[config.mk]
export PLATFORM = sky130hd
export DESIGN_NAME = rgb_table_loader
export DESIGN_NICKNAME = d
export VERILOG_FILES = /design/src/rtl/rgb_table_loader.sv
export SDC_FILE = /design/constraint.sdc
export NUM_CORES = 1
export LEC_CHECK = 0
export BUFFER_PORTS_ARGS = -buffer_cell sky130_fd_sc_hd__buf_2
export CAP_MARGIN = 5
export CORE_ASPECT_RATIO = 2
export CORE_UTILIZATION = 55
export CTS_CLUSTER_DIAMETER = 60
export DETAILED_ROUTE_END_ITERATION = 6
export HOLD_SLACK_MARGIN = 0.1
export PLACE_DENSITY = 0.9
export SLEW_MARGIN = 30
export SYNTH_ARGS = -nofsm -noshare
export SYNTH_HDL_FRONTEND = slang
export SYNTH_SLANG_ARGS = --single-unit
[constraint.sdc]
create_clock -name clk -period 2.8 [get_ports clk]
set_input_delay 0.28 -clock clk [delete_from_list [all_inputs] [get_ports clk]]
set_output_delay 0.28 -clock clk [all_outputs]
set_load 0.01 [all_outputs]
[src/rtl/rgb_table_loader.sv]
// Write-side loader for the RGB colour table BRAM: streams entries into port A,
// then reads the table back and compares XOR checksums of written and read data.
module rgb_table_loader #(
  parameter int ADDR_W = 3,
  parameter int DATA_W = 24,
  parameter int DEPTH  = 8
) (
  input  logic              clk,
  input  logic              rst_n,
  input  logic              start,
  input  logic              entry_valid,
  output logic              entry_ready,
  input  logic [DATA_W-1:0] entry_data,
  output logic              bram_en,
  output logic              bram_we,
  output logic [ADDR_W-1:0] bram_addr,
  output logic [DATA_W-1:0] bram_din,
  input  logic [DATA_W-1:0] bram_dout,
  output logic              busy,
  output logic              done,
  output logic              error
);

  // One extra counter bit so DEPTH == 2**ADDR_W terminates without wrapping.
  localparam int CNT_W = ADDR_W + 1;
  localparam logic [CNT_W-1:0] LAST = CNT_W'(DEPTH - 1);

  typedef enum logic [1:0] {IDLE, WRITE, VERIFY, DRAIN} state_t;

  state_t            state;
  logic [CNT_W-1:0]  wr_cnt;
  logic [CNT_W-1:0]  rd_cnt;
  logic [DATA_W-1:0] wsum;
  logic [DATA_W-1:0] rsum;
  logic              rd_vld_p1;
  logic              hs;
  logic [DATA_W-1:0] final_rsum;

  function automatic logic [DATA_W-1:0] xor_acc(input logic [DATA_W-1:0] acc,
                                               input logic [DATA_W-1:0] word);
    return acc ^ word;
  endfunction

  always_comb begin
    entry_ready = (state == WRITE);
    hs          = entry_valid & entry_ready;
    busy        = (state != IDLE);
    bram_en     = 1'b0;
    bram_we     = 1'b0;
    bram_addr   = '0;
    bram_din    = '0;
    if (hs) begin
      bram_en   = 1'b1;
      bram_we   = 1'b1;
      bram_addr = wr_cnt[ADDR_W-1:0];
      bram_din  = entry_data;
    end else if (state == VERIFY) begin
      bram_en   = 1'b1;
      bram_addr = rd_cnt[ADDR_W-1:0];
    end
    final_rsum = xor_acc(rsum, bram_dout);
  end

  always_ff @(posedge clk) begin
    if (!rst_n) begin
      state     <= IDLE;
      wr_cnt    <= '0;
      rd_cnt    <= '0;
      wsum      <= '0;
      rsum      <= '0;
      rd_vld_p1 <= 1'b0;
      done      <= 1'b0;
      error     <= 1'b0;
    end else begin
      done      <= 1'b0;
      // Read issued this cycle returns data next cycle.
      rd_vld_p1 <= (state == VERIFY);
      case (state)
        IDLE: begin
          if (start) begin
            state  <= WRITE;
            wr_cnt <= '0;
            rd_cnt <= '0;
            wsum   <= '0;
            rsum   <= '0;
            error  <= 1'b0;
          end
        end
        WRITE: begin
          if (hs) begin
            wsum   <= xor_acc(wsum, entry_data);
            wr_cnt <= wr_cnt + 1'b1;
            if (wr_cnt == LAST) state <= VERIFY;
          end
        end
        VERIFY: begin
          rd_cnt <= rd_cnt + 1'b1;
          if (rd_vld_p1) rsum <= final_rsum;
          if (rd_cnt == LAST) state <= DRAIN;
        end
        DRAIN: begin
          rsum  <= final_rsum;
          error <= (final_rsum != wsum);
          done  <= 1'b1;
          state <= IDLE;
        end
        default: state <= IDLE;
      endcase
    end
  end

endmodule

# Yosys cells after proc, flatten, opt, wreduce, memory -nomap -nowiden
# Cells that the tools add are included.
dict set report op_classes {
  n_eq_ne 11
  muxes 23
  n_bitwise 3
  addsub 2
  reduce_logical 11
}
# operator count
set op_table {}
lappend op_table {{2-to-1 mux 24 bit} 4}
lappend op_table {{case mux 24 bit (3 select lines)} 1}
lappend op_table {{case mux 24 bit (2 select lines)} 1}
lappend op_table {{bitwise XOR 24 bit} 2}
lappend op_table {{!= test 24 bit} 1}
lappend op_table {{case mux 4 bit (2 select lines)} 2}
lappend op_table {{adder 4 x 1 -> 4 bit, second input constant} 2}
lappend op_table {{equality test 4 x 3 -> 1 bit, second input constant} 2}
lappend op_table {{2-to-1 mux 2 bit} 4}
lappend op_table {{2-to-1 mux 4 bit} 2}
lappend op_table {{case mux 2 bit (4 select lines)} 1}
lappend op_table {{nonzero test 2 bit} 4}
lappend op_table {{2-to-1 mux 3 bit} 2}
lappend op_table {{!= test 2 x 1 -> 1 bit, second input constant} 3}
lappend op_table {{AND reduction 3 bit} 2}
lappend op_table {{2-to-1 mux 1 bit} 5}
lappend op_table {{equality test 2 bit, second input constant} 2}
lappend op_table {{!= test 2 bit, second input constant} 2}
lappend op_table {{AND reduction 2 bit} 2}
lappend op_table {{AND reduction 4 bit} 1}
lappend op_table {{nonzero test 3 bit} 1}
lappend op_table {{equality test 2 x 1 -> 1 bit, second input constant} 1}
lappend op_table {{zero test 2 bit} 1}
lappend op_table {{case mux 1 bit (2 select lines)} 1}
lappend op_table {{AND 1 bit} 1}
dict set report word_totals {
  register_bits 61
  word_cells 58
  inputBits 52
  out_inout_bits 33
}

# Logic depth before layout (Yosys ltp)
dict set report logic_depth {
  word_depth 4
  depth_mapped 8
}

# Worst setup path after synthesis
# OpenSTA, ideal clock, no wires.
dict set report synth_path {
  path_type {register -> register}
  startpoint {reg state[0]}
  endpoint {reg rsum[10]}
  arrival_ps 1628
  slack_ps 1050
  stages_incl_launch_ff 9
  required_time_ps 2678
  cell_sequence {dfxtp_1 > inv_1 > ha_1 > buf_6 > nor2b_4 > or3_4 > clkbuf_2 > o21ai_0 > a21boi_1}
}
dict set report synth_between {
  elab_chain_len 3
}
# element line_no
set synth_lines {}
lappend synth_lines {{start: declaration} 30} ;# state_t state;
lappend synth_lines {{start signal: assignment} 66} ;# state <= IDLE;
lappend synth_lines {{start signal: assignment} 81} ;# state <= WRITE;
lappend synth_lines {{start signal: assignment} 93} ;# if (wr_cnt == LAST) state <= VERIFY;
lappend synth_lines {{equality test 2 bit / zero test 2 bit (equally long branches)} 78} ;# case (state)
lappend synth_lines {{!= test 2 bit (no source line) / nonzero test 3 bit (equally long branches)} -}
lappend synth_lines {{AND reduction 3 bit (no source line)} -}
lappend synth_lines {{end signal: assignment} 98} ;# if (rd_vld_p1) rsum <= final_rsum;
lappend synth_lines {{end signal: assignment} 102} ;# rsum <= final_rsum;
lappend synth_lines {{end: declaration} 34} ;# logic [DATA_W-1:0] rsum;
# Several ways; a longest one is shown, not always the timed one.
# A chain may end at the register's enable or synchronous reset.

# Final worst setup path
dict set report layout_path {
  startpoint {reg state[0]}
  endpoint {out bram_addr[2]}
}
dict set report layout_between {
  elab_chain_len 3
}
# element line_no
set layout_lines {}
lappend layout_lines {{equality test 2 bit / equality test 2 x 1 -> 1 bit (equally long branches)} {57, 45}}
lappend layout_lines {{2-to-1 mux 3 bit / AND 1 bit (equally long branches)} {57, 46}}
lappend layout_lines {{2-to-1 mux 3 bit *} 52} ;# if (hs) begin
lappend layout_lines {{end: declaration} 16} ;# output logic [ADDR_W-1:0] bram_addr,
# Mark *: on every way between the ends. The rest lies on a longest branch, timed or not.

==> impl_metrics.tcl <==
set metrics [dict create \
    wirelength_um 9180 \
    clk_pin_slew_ns 0.05 \
    p_seq_frac 0.306 \
    grt_pass1_vias 3201 \
    p_comb_frac 0.406 \
    max_freq_mhz 468 \
    core_mm2 0.00631 \
    vias 3213 \
    vias_per_cell 5.80 \
    drive_gt1_frac 0.235 \
    overflow 0 \
    place_area_mm2 0.00407 \
    r2r-end "rsum[22]" \
    slew_headroom 0.524 \
    grt_usage 0.286 \
    synth_fa_ha_area_frac 0.0208 \
    cts.sinks 61 \
    power_switching_w 0.00139 \
    cp-endpoint "bram_addr[2]" \
    worstPathArrival_ns 1.86 \
    synth_top_family_by_area "simple AND/OR/NAND/NOR gates" \
    tritoncts "yes" \
    synthCells 389 \
    ant_nets 0 \
    design_area_mm2 0.00437 \
    clockRootBuffer "clkbuf_16" \
    status "complete, no violations" \
    place_congestion 0.810 \
    synthToLayoutAreaGrowth_pct 20.8 \
    syn-mean-instance-area_um2 9.29 \
    port-buffer-count 84 \
    startpoint_type "flip-flop" \
    postCtsSetupRepairBufs 0 \
    synthTopCellsByArea "dfxtp_1 (34%), xnor3_1 (15%), xor2_1 (6.3%), nor2_1 (5.4%), nand3b_1 (5.2%)" \
    clk_path_buf_depth 2 \
    ys_warn_count 0 \
    dp_hpwl_um 6280 \
    crit_start "state[0]" \
    syn-num-nets 447 \
    clkPwrFrac 0.288 \
    antenna_cells 0 \
    drv_slew 0 \
    cp.required_ns 2.52 \
    die_h_um 117 \
    ys_ff_latch 61 \
    cp_top_family "adder cells" \
    initial_core_util 0.573 \
    multiInputGateArea_mm2 0.00226 \
    synth_top_cell_area_share 0.338 \
    cts_max_level 3 \
    hold_viol_final 0 \
    routedWlPerCell_um 16.6 \
    yosys.area_share.simple 0.264 \
    worstPathCellList "ha_1 > nand2_1 > inv_1 > nand2_1 > nand2_1 > buf_2" \
    end_kind "output pin" \
    yosysSeqAreaShare 0.338 \
    grt_pass1_wl_um 14500 \
    tightest_slew_ns 0.711 \
    min_period_ns 2.14 \
    p_leak_nw 2.05 \
    ios 85 \
    crit_cells 6 \
    seqCellArea_mm2 0.00122 \
    drc 0 \
    finalSetupViolCount 0 \
    synth_area_mm2 0.00361 \
    first_pass_iters 4 \
    path_max_fanout 13 \
    timing.rr.start "state[1]" \
    cp_slowest_cell "ha_1" \
    drtIter0Drc 150 \
    max_stage_delay_ns 0.46 \
    nets 522 \
    grt_max_degree 37 \
    synth_compound_area_frac 0.119 \
    placementRows 41 \
    power_switching_share 0.359 \
    die_x_um 59.3 \
    yosys.area.top_type "dfxtp_1" \
    clock_latency_ns 0.33 \
    max-vdd-ir-drop_mv 0.846 \
    fin_setup_tns_ns 0 \
    antenna_found_initial 0 \
    die-area_mm2 0.00692 \
    numCtsBuffers 9 \
    rsz0062_at_grt "no" \
    yosysUniqueCellTypes 40 \
    synth_xor_xnor_area_share 0.213 \
    fillCellCount 470 \
    worstSetupPathType "reg2out" \
    intPower_w 0.00247 \
    synthMuxAreaShare 0.00589 \
    post_cts_resize_count 0 \
    hold_ws_ns 0.245 \
    power-per-cell-area_mw_per_mm2 884 \
    cts_hold_buf 0 \
    fin_skew_ns 0.00666 \
    reg2reg_setup_slack_ns 0.70 \
    hold_class "in2reg" \
    period_share 0.764 \
    cp_num_buf_inv 2 \
    r2r_cells 7 \
    cap_violations 0 \
    cp_common_cell "nand2_1" \
    power_w 0.00386 \
]
-- cells in the mapped netlist --
master,number
a21o_1,1
nand4b_1,1
nor3b_1,3
o211ai_1,1
xor2_1,26
nor4_1,1
mux2_2,1
a221oi_1,1
clkbuf_1,13
clkbuf_2,2
a21oi_1,3
and3_1,25
a211o_1,1
a21boi_0,7
nand2_1,11
a32oi_1,1
dfxtp_1,61
a21boi_1,20
mux2i_1,1
buf_6,3
a32o_1,1
nand4_1,5
nand3_1,32
nand2b_1,4
o21ai_1,1
or3_4,1
ha_1,6
buf_2,7
nor4_4,1
and2_1,3
nor2b_1,7
o211a_1,1
nand3b_1,25
nor2_1,52
xnor3_1,24
nor3_1,2
nor2b_4,1
o21a_1,1
inv_1,4
o21ai_0,28
-- metal layers --
| metal | up-vias | GRT usage | wire length (um) |
|---|---|---|---|
| li1 | 1511 | - | - |
| met1 | 1534 | 0.290 | 3290 |
| met2 | 132 | 0.506 | 5000 |
| met3 | 36 | 0.0653 | 511 |
| met4 | 0 | 0.184 | 382 |
| met5 | - | 0 | 0 |
-- flip-flops by register name (all words and copies together) (netlist names) --
register,flops
wr_cnt,4
wsum,24
rd_cnt,4
error,1
rsum,24
rd_vld_p1,1
done,1
state,2
-- stage by stage --
stage	worst slack [ns]	instances	util
after floorplan	1.05	389	-
final	0.662	554	0.692
after global routing	0.474	554	0.692
after detailed placement	0.715	539	0.644
after CTS	0.648	554	0.692
after global placement	0.766	539	0.643
-- logic make-up after synthesis --
family	after synthesis
and+or+nand+nor	174
AOI/OAI and AO/OA	67
DFF	61
xor gates and xnor gates	50
buffers and inverters	29
adders and majority gates	6
muxes	2
-- power by group through the flow --
stage / Combinational [W] / Clock, W / Sequential [W]
after floorplan: 0.00121 / 0 / 0.00116
after global placement: 0.00149 / 0 / 0.00118
after detailed placement: 0.00154 / 0 / 0.00119
after CTS: 0.00156 / 0.00111 / 0.00118
after global routing: 0.00171 / 0.00116 / 0.00120
final: 0.00157 / 0.00111 / 0.00118
-- worst min-delay path by stage --
stage | startpoint | to | slack, ns | cells after the start
after floorplan | bram_dout[10] | rsum[10] | 0.44 | 2
after global placement | rsum[15] | rsum[15] | 0.46 | 2
after detailed placement | rsum[21] | rsum[21] | 0.48 | 2
after CTS | bram_dout[11] | rsum[11] | 0.24 | 3
after global routing | bram_dout[11] | rsum[11] | 0.25 | 3
final | bram_dout[11] | rsum[11] | 0.24 | 3
-- cell usage in the layout (no fill, tap or decap), types with 5 or more instances in the layout --
master,n
a21boi_0,7
a21boi_1,20
and3_1,25
buf_2,84
buf_4,5
clkbuf_16,9
dfxtp_1,61
ha_1,6
nand2_1,11
nand3_1,32
nand3b_1,25
nand4_1,5
nor2_1,51
nor2b_1,7
o21ai_0,28
xnor3_1,24
xor2_1,26
-- worst min-delay path: stages --
cell and delay, ns:
buf_2 0.11, nand3b_1 0.07, a21boi_1 0.05
-- cell type report --
cell class,instances,area share
flip-flops and latches,61,0.280
clock buffers,11,0.0579
multi-input cells,299,0.518
well taps,86,0.0246
inverters,4,0.00344
clock inverters,4,0.0109
repair buffers,89,0.105
(Power assumes the default switching activity.)
